==> src/rtl/cpu_sequencer.sv <==
// cpu_sequencer: multi-cycle control unit for the 16-bit CPU.
// Drives the phase code the datapath keys off, runs the instruction fetch
// handshake, stretches execute for multiply, and supports free-run,
// single-step and halt modes.
//
//   state | meaning
//   ------+-----------------------------------------------------------
//   IDLE  | stopped; waiting for run level or a step pulse
//   FETCH | imem_req held, waiting for imem_ack (timeout guarded)
//   EXEC  | one PH2 cycle; ALU result latched on the edge leaving it
//   MWAIT | extra PH2 cycles for multi-cycle multiply
//   WB    | one PH3 cycle; register file / PC write strobes
//   HALT  | HALT instruction or fault; left only through RST
module cpu_sequencer #(
    parameter int MUL_CYCLES = 2,
    parameter int FETCH_TMO  = 15
) (
    input  logic        CLK,
    input  logic        RST,
    input  logic        run,
    input  logic        step,
    output logic        imem_req,
    input  logic        imem_ack,
    input  logic        dec_mlt,
    input  logic        dec_store,
    input  logic        dec_branch,
    input  logic        dec_halt,
    input  logic        dec_illegal,
    output logic [3:0]  ph,
    output logic        ir_we,
    output logic        pc_inc,
    output logic        pc_we,
    output logic        rf_we,
    output logic        busy,
    output logic        halted,
    output logic [1:0]  fault,
    output logic [15:0] retired
);

    typedef enum logic [2:0] {
        S_IDLE,
        S_FETCH,
        S_EXEC,
        S_MWAIT,
        S_WB,
        S_HALT
    } state_t;

    localparam logic [3:0] PH_NONE  = 4'b0000;
    localparam logic [3:0] PH_FETCH = 4'b0001;
    localparam logic [3:0] PH_EXEC  = 4'b0010;
    localparam logic [3:0] PH_WB    = 4'b0100;

    localparam logic [1:0] FAULT_ILLEGAL = 2'b01;
    localparam logic [1:0] FAULT_TMO     = 2'b10;

    // Timer reload values: the timer counts down and the terminal count (0)
    // marks the last cycle, so a load of N-1 gives exactly N cycles.
    localparam logic [7:0] TMO_LOAD = 8'(FETCH_TMO - 1);
    localparam logic [7:0] MUL_LOAD = (MUL_CYCLES > 0) ? 8'(MUL_CYCLES - 1) : 8'd0;

    state_t      state;
    logic [7:0]  tmr;
    logic        step_mode;
    logic [15:0] ret_cnt;

    // The ir is captured on the edge that ends the ack cycle, so these two
    // strobes follow imem_ack directly instead of waiting a register stage.
    // RST masks them so a reset edge never loads a stray instruction.
    assign ir_we   = (state == S_FETCH) && imem_ack && !RST;
    assign pc_inc  = (state == S_FETCH) && imem_ack && !RST;
    assign retired = ret_cnt;

    // Sequencer FSM: state, fetch/multiply timer, retire counter and all
    // registered outputs, each output decoded from the state being entered.
    always_ff @(posedge CLK) begin
        if (RST) begin
            state     <= S_IDLE;
            tmr       <= 8'd0;
            step_mode <= 1'b0;
            ret_cnt   <= 16'd0;
            ph        <= PH_NONE;
            imem_req  <= 1'b0;
            pc_we     <= 1'b0;
            rf_we     <= 1'b0;
            busy      <= 1'b0;
            halted    <= 1'b0;
            fault     <= 2'b00;
        end else begin
            pc_we <= 1'b0;
            rf_we <= 1'b0;
            case (state)
                S_IDLE: begin
                    if (run || step) begin
                        state     <= S_FETCH;
                        step_mode <= !run;
                        tmr       <= TMO_LOAD;
                        ph        <= PH_FETCH;
                        imem_req  <= 1'b1;
                        busy      <= 1'b1;
                    end
                end
                S_FETCH: begin
                    if (imem_ack) begin
                        state    <= S_EXEC;
                        ph       <= PH_EXEC;
                        imem_req <= 1'b0;
                    end else if (tmr == 8'd0) begin
                        state    <= S_HALT;
                        ph       <= PH_NONE;
                        imem_req <= 1'b0;
                        busy     <= 1'b0;
                        halted   <= 1'b1;
                        fault    <= FAULT_TMO;
                    end else begin
                        tmr <= tmr - 8'd1;
                    end
                end
                S_EXEC: begin
                    if (dec_illegal) begin
                        state  <= S_HALT;
                        ph     <= PH_NONE;
                        busy   <= 1'b0;
                        halted <= 1'b1;
                        fault  <= FAULT_ILLEGAL;
                    end else if (dec_halt) begin
                        state   <= S_HALT;
                        ph      <= PH_NONE;
                        busy    <= 1'b0;
                        halted  <= 1'b1;
                        ret_cnt <= ret_cnt + 16'd1;
                    end else if (dec_mlt && (MUL_CYCLES > 0)) begin
                        state <= S_MWAIT;
                        tmr   <= MUL_LOAD;
                    end else begin
                        state   <= S_WB;
                        ph      <= PH_WB;
                        rf_we   <= dec_store;
                        pc_we   <= dec_branch;
                        ret_cnt <= ret_cnt + 16'd1;
                    end
                end
                S_MWAIT: begin
                    if (tmr == 8'd0) begin
                        state   <= S_WB;
                        ph      <= PH_WB;
                        rf_we   <= dec_store;
                        pc_we   <= dec_branch;
                        ret_cnt <= ret_cnt + 16'd1;
                    end else begin
                        tmr <= tmr - 8'd1;
                    end
                end
                S_WB: begin
                    // A stepped instruction always stops, even if run rose meanwhile.
                    if (run && !step_mode) begin
                        state    <= S_FETCH;
                        tmr      <= TMO_LOAD;
                        ph       <= PH_FETCH;
                        imem_req <= 1'b1;
                        busy     <= 1'b1;
                    end else begin
                        state <= S_IDLE;
                        ph    <= PH_NONE;
                        busy  <= 1'b0;
                    end
                end
                S_HALT: begin
                    state <= S_HALT;
                end
                default: begin
                    state    <= S_IDLE;
                    ph       <= PH_NONE;
                    imem_req <= 1'b0;
                    busy     <= 1'b0;
                end
            endcase
        end
    end

endmodule

==> config.mk <==
export PLATFORM = sky130hd
export DESIGN_NAME = cpu_sequencer
export DESIGN_NICKNAME = d
export VERILOG_FILES = /design/src/rtl/cpu_sequencer.sv
export SDC_FILE = /design/constraint.sdc
export NUM_CORES = 1
export LEC_CHECK = 0
export ABC_CLOCK_PERIOD_IN_PS = 3100
export CAP_MARGIN = 10
export CORE_ASPECT_RATIO = 1.75
export CORE_MARGIN = 2
export CORE_UTILIZATION = 44
export CTS_BUF_LIST = sky130_fd_sc_hd__clkbuf_4 sky130_fd_sc_hd__clkbuf_8
export CTS_CLUSTER_SIZE = 20
export DETAILED_ROUTE_END_ITERATION = 10
export PLACE_DENSITY_LB_ADDON = 0.15
export SYNTH_ARGS = -nofsm -noshare
export SYNTH_HDL_FRONTEND = slang
export SYNTH_SLANG_ARGS = --single-unit
==> constraint.sdc <==
create_clock -name CLK -period 3.1 [get_ports CLK]
set_clock_uncertainty 0.2 [all_clocks]
set_input_delay 0.62 -clock CLK [delete_from_list [all_inputs] [get_ports CLK]]
set_output_delay 0.62 -clock CLK [all_outputs]
set_load 0.1 [all_outputs]
# ---- Word-level counts from Yosys, hierarchy flattened
# Cells that the tools add are included.
dict set report classes {
  addsub 2
  multipliers 0
  div 0
  order_cmp 0
  eq_ne 18
  shifts 0
  mux 60
  bitwise 3
  n_reduce_logical 23
}
# cell n
set ops {}
lappend ops {{$mux 16} 4}
lappend ops {{$mux 8} 7}
lappend ops {{$pmux 8 s5} 1}
lappend ops {{$pmux 16 s2} 1}
lappend ops {{$mux 4} 7}
lappend ops {{$pmux 4 s6} 1}
lappend ops {{$mux 1} 22}
lappend ops {{$mux 3} 7}
lappend ops {{$pmux 3 s6} 1}
lappend ops {{$add 16x1->16 const B} 1}
lappend ops {{$ne 2x2->1 const B} 8}
lappend ops {{$reduce_and 4->1} 4}
lappend ops {{$reduce_and 5->1} 2}
lappend ops {{$logic_not 8->1} 1}
lappend ops {{$sub 8x1->8 const B} 1}
lappend ops {{$reduce_and 7->1} 1}
lappend ops {{$eq 3x2->1 const B} 2}
lappend ops {{$eq 3x3->1 const B} 2}
lappend ops {{$mux 2} 3}
lappend ops {{$ne 3x3->1 const B} 2}
lappend ops {{$pmux 1 s2} 3}
lappend ops {{$pmux 1 s5} 1}
lappend ops {{$reduce_bool 5->1} 1}
lappend ops {{$ne 4x4->1 const B} 1}
lappend ops {{15 further kinds} 22}
dict set report totals {
  regBits 39
  latchBits 0
  ramBits 0
  rom_bits 0
  input_bits 10
  out_inout_bits 29
  elab_cells 117
  mem_count 0
}

# ---- Depth between registers and ports, before layout
dict set report logic_depth {
  word_depth 5
  mapped_depth 8
  mapped_depth_nobuf 7
}

# ---- Worst setup path before layout
# No wires, ideal clock.
dict set report synth_path {
  path_type {input port to output port}
  start {input port RST}
  end {output port pc_inc}
  arrival_time_ns 3.465
  t_required_ns 2.280
  slack_ns -1.185
  path_stages 3
  path_buffers 2
  cell_sequence {buf_2 > nor3_1 > buf_4}
}
dict set report synth_between {
  elab_chain_cells 2
}
# element line_no
set synth_lines {}
lappend synth_lines {{start: declaration} 19} ;# input logic RST,
lappend synth_lines {{$logic_not 1->1} --}
lappend synth_lines {{$logic_and 1x1->1} --}
lappend synth_lines {{end: declaration} 31} ;# output logic pc_inc,
# No other way between the ends.

# ---- Worst setup path in the final report
dict set report layout_path {
  start {input port imem_ack}
  end {output port ir_we}
}
dict set report layout_between {
  elab_chain_cells 2
}
# element line_no
set layout_lines {}
lappend layout_lines {{start: declaration} 23} ;# input logic imem_ack,
lappend layout_lines {{$logic_and 1x1->1 (2 in series)} 70} ;# assign ir_we = (state == S_FETCH) && imem_ack && !RST;
lappend layout_lines {{end: declaration} 30} ;# output logic ir_we,
# No other way between the ends.

==> metrics.md <==
| Metric | Value |
|---|---|
| Status | complete, no violations |
| Leakage | 0.935 nW |
| Synth area leader | dfxtp_1 |
| CTS tree | built |
| P&R area growth vs syn | 25.3% |
| Slowest-stage cell, CP | clkdlybuf4s50_1 |
| Power Dens Cells | 752 nW/um2 |
| Post-synthesis sequential area ratio | 0.383 |
| Maximum clock path buffer count | 2 |
| Combinational cell fraction of total power | 0.434 |
| Actual slew at the worst max-slew pin | 0.843 ns |
| Layout cell share with drive strength beyond 1 | 0.184 |
| Core area | 4360 um2 |
| GR Util met2 | 0.348 |
| Initial antenna violation count | 0 |
| Max Cap Viol | 0 |
| Hold Slack | 0.261 ns |
| Psw | 0.801 mW |
| Dpl cells | 327 |
| Post-Syn Area | 1990 um2 |
| Post-DR vias/cell | 5.73 |
| Seq cells post-synth | 38 |
| Fmax | 0.382 GHz |
| Clock power frac | 0.230 |
| Most numerous cell in the Yosys netlist | dfxtp_1 |
| First-pass GRT wire length | 7880 um |
| Inserted Clock Buffers | 5 |
| RePlAce Congestion | 0.810 |
| GR Layer Usage met3 | 0.0419 |
| Global Route met1 Usage | 0.245 |
| DRT Pass-1 Iters | 4 |
| Post-synth EDFFs | 0 |
| Routed length per instance | 14.0 um |
| Synth cell count leaders | dfxtp_1, a21oi_1, nor2_1 |
| Mapped Nets | 258 |
| I/O pin cnt | 39 |
| N_diodes | 0 |
| Critical Path Start Type | input pin |
| Routed WL | 4680 um |
| Grt ovf | 0 |
| GR peak layer | met2 |
| Netlist cell types | 50 |
| Yosys warns | 0 |
| Final min period | 2.62 ns |
| Critical path arrival | 1.80 ns |
| CTS Root Cell | clkbuf_8 |
| Post-CTS setup buffer count | 0 |
| Cells after Synth | 245 |
| Crit path buffers/inverters | 2 |
| Switching Share | 0.428 |
| GRT Total Usage | 0.207 |
| Vias in the first global route | 1,739 |
| Hold buffers post-CTS | 0 |
| H-tree levels | 2 |
| Largest net degree at the start of global routing | 39 |
| Post-route DRC | 0 |
| Endpoints failing setup | 0 |
| Die area | 5090 um2 |
| Internal Power | 1.07 mW |
| Crit-path max cell delay | 0.58 ns |
| Top cell type's share of synthesized area | 0.383 |
| Via count | 1,915 |
| CP cell instances | clkdlybuf4s50_1, nand2_1, nor3_4, buf_12 |
| CP Class | input pin to output port |
| Top_reg_cell synth | dfxtp_1 |
| Slew headroom | 0.433 |
| Hold Path Class | register to register |
| Req. time, crit path | 2.28 ns |
| Setup TNS | 0 ns |
| Initial Utilization | 0.456 |
| # rows | 32 |
| Antenna Nets Post-Route | 0 |
| Async set or reset register ratio after synthesis | 0 |
| Period utilization | 0.845 |
| IR drop worst, VDD | 0.513 mV |
| Design Area, Final | 2490 um2 |
| Cells taking the most area after synthesis | dfxtp_1, a21oi_1, o21ai_0 |
| Unrepaired setup endpoints after global routing | false |
| Setup crit end kind | output port |
| Slew Limit Fails | 0 |
| Crit-path max FO | 6 |
| CP top delay family | buffers and inverters |
| Final hold vios | 0 |
| Post-CTS sizing | 0 |
| CTS Sinks | 38 |
| Worst-Skew Late Latency | 0.29 ns |
| DIE WIDTH | 54.8 um |
| Non-filler instance count after layout | 334 |
| Sequential fraction of design power | 0.336 |
| DRT iter0 DRCs | 40 |
| Port buffer count | 37 |
| Final nets | 296 |
| Reg clk slew, reported paths | 0.07 ns |
| Die Height | 92.9 um |
| Post-DP HPWL | 3440 um |
| Placed Area | 2380 um2 |
| Syn avg cell area | 8.11 um2 |
| R2R Setup Slk | 0.55 ns |
-- layout by cell type (no fill, tap or decap), types with 3 or more instances in the layout --
cell	n
nor3_1	6
clkbuf_8	6
nand2b_1	4
nand3_1	3
o2111ai_1	3
a31oi_1	3
a21oi_1	32
o211ai_1	5
xor2_1	5
buf_4	34
a211oi_1	4
or3_1	9
or2_2	3
inv_1	11
nand2_1	17
nor4b_1	3
and3_1	3
nor2_1	22
dfxtp_1	38
clkdlybuf4s50_1	9
ha_1	3
nand4_1	4
o21ai_0	19
-- worst min-delay path: stages (launching register included) --
cell and delay, ns:
dfxtp_1 0.31, nand2_1 0.05, a21oi_1 0.05
-- metal layers --
layer | vias to the layer above | share of wire
li1 | 970 | -
met1 | 909 | 0.42
met2 | 30 | 0.53
met3 | 6 | 0.035
met4 | 0 | 0.019
met5 | - | 0
-- per-stage QoR --
stage | util | total power, mW | worst slack [ns]
after floorplan | - | 1.25 | 0.240
after global placement | 0.545 | 1.44 | 0.313
after detailed placement | 0.545 | 1.45 | 0.289
after CTS | 0.571 | 1.89 | 0.472
after global routing | 0.571 | 1.99 | 0.373
final | 0.571 | 1.87 | 0.479
-- power groups by stage --
stage	logic, mW	registers [mW]	clock network (mW)
CTS	0.814	0.630	0.442
floorplan	0.470	0.777	0
detailed placement	0.809	0.641	0
global placement	0.807	0.638	0
finish	0.813	0.631	0.430
global route	0.885	0.644	0.461
-- worst paths after layout --
check / from / to / depth (start not counted)
hold reg to reg: ph[2] / ph[2] / 2
hold / removal: ph[2] / ph[2] / 2
setup / recovery: imem_ack / ir_we / 4
setup reg to reg: tmr[0] / retired[15] / 7
-- registers in the layout (all words and copies together) (netlist names), 2 cells and up --
register	cells
fault	2
state	3
retired	16
tmr	8
ph	3
-- layout make-up --
type                            instances  area (um2)
Multi-Input combinational cell        182        1130
Inverter                               11        41.3
Tap cell                               51        63.8
Timing Repair Buffer                   45         385
Clock inverter                          1        30.0
Fill cell                             426        1870
Clock buffer                            6        82.6
Sequential cell                        38         761
-- cells by family after synthesis --
| group | share of synthesized area |
|---|---|
| flops | 0.383 |
| compound gates | 0.262 |
| simple gates | 0.242 |
| other cells | 0.00189 |
| xor+xnor | 0.0264 |
| buf+inv | 0.0560 |
| fa+ha+maj | 0.0189 |
| mux | 0.0101 |
No activity file was read; power rests on OpenSTA's default activity.
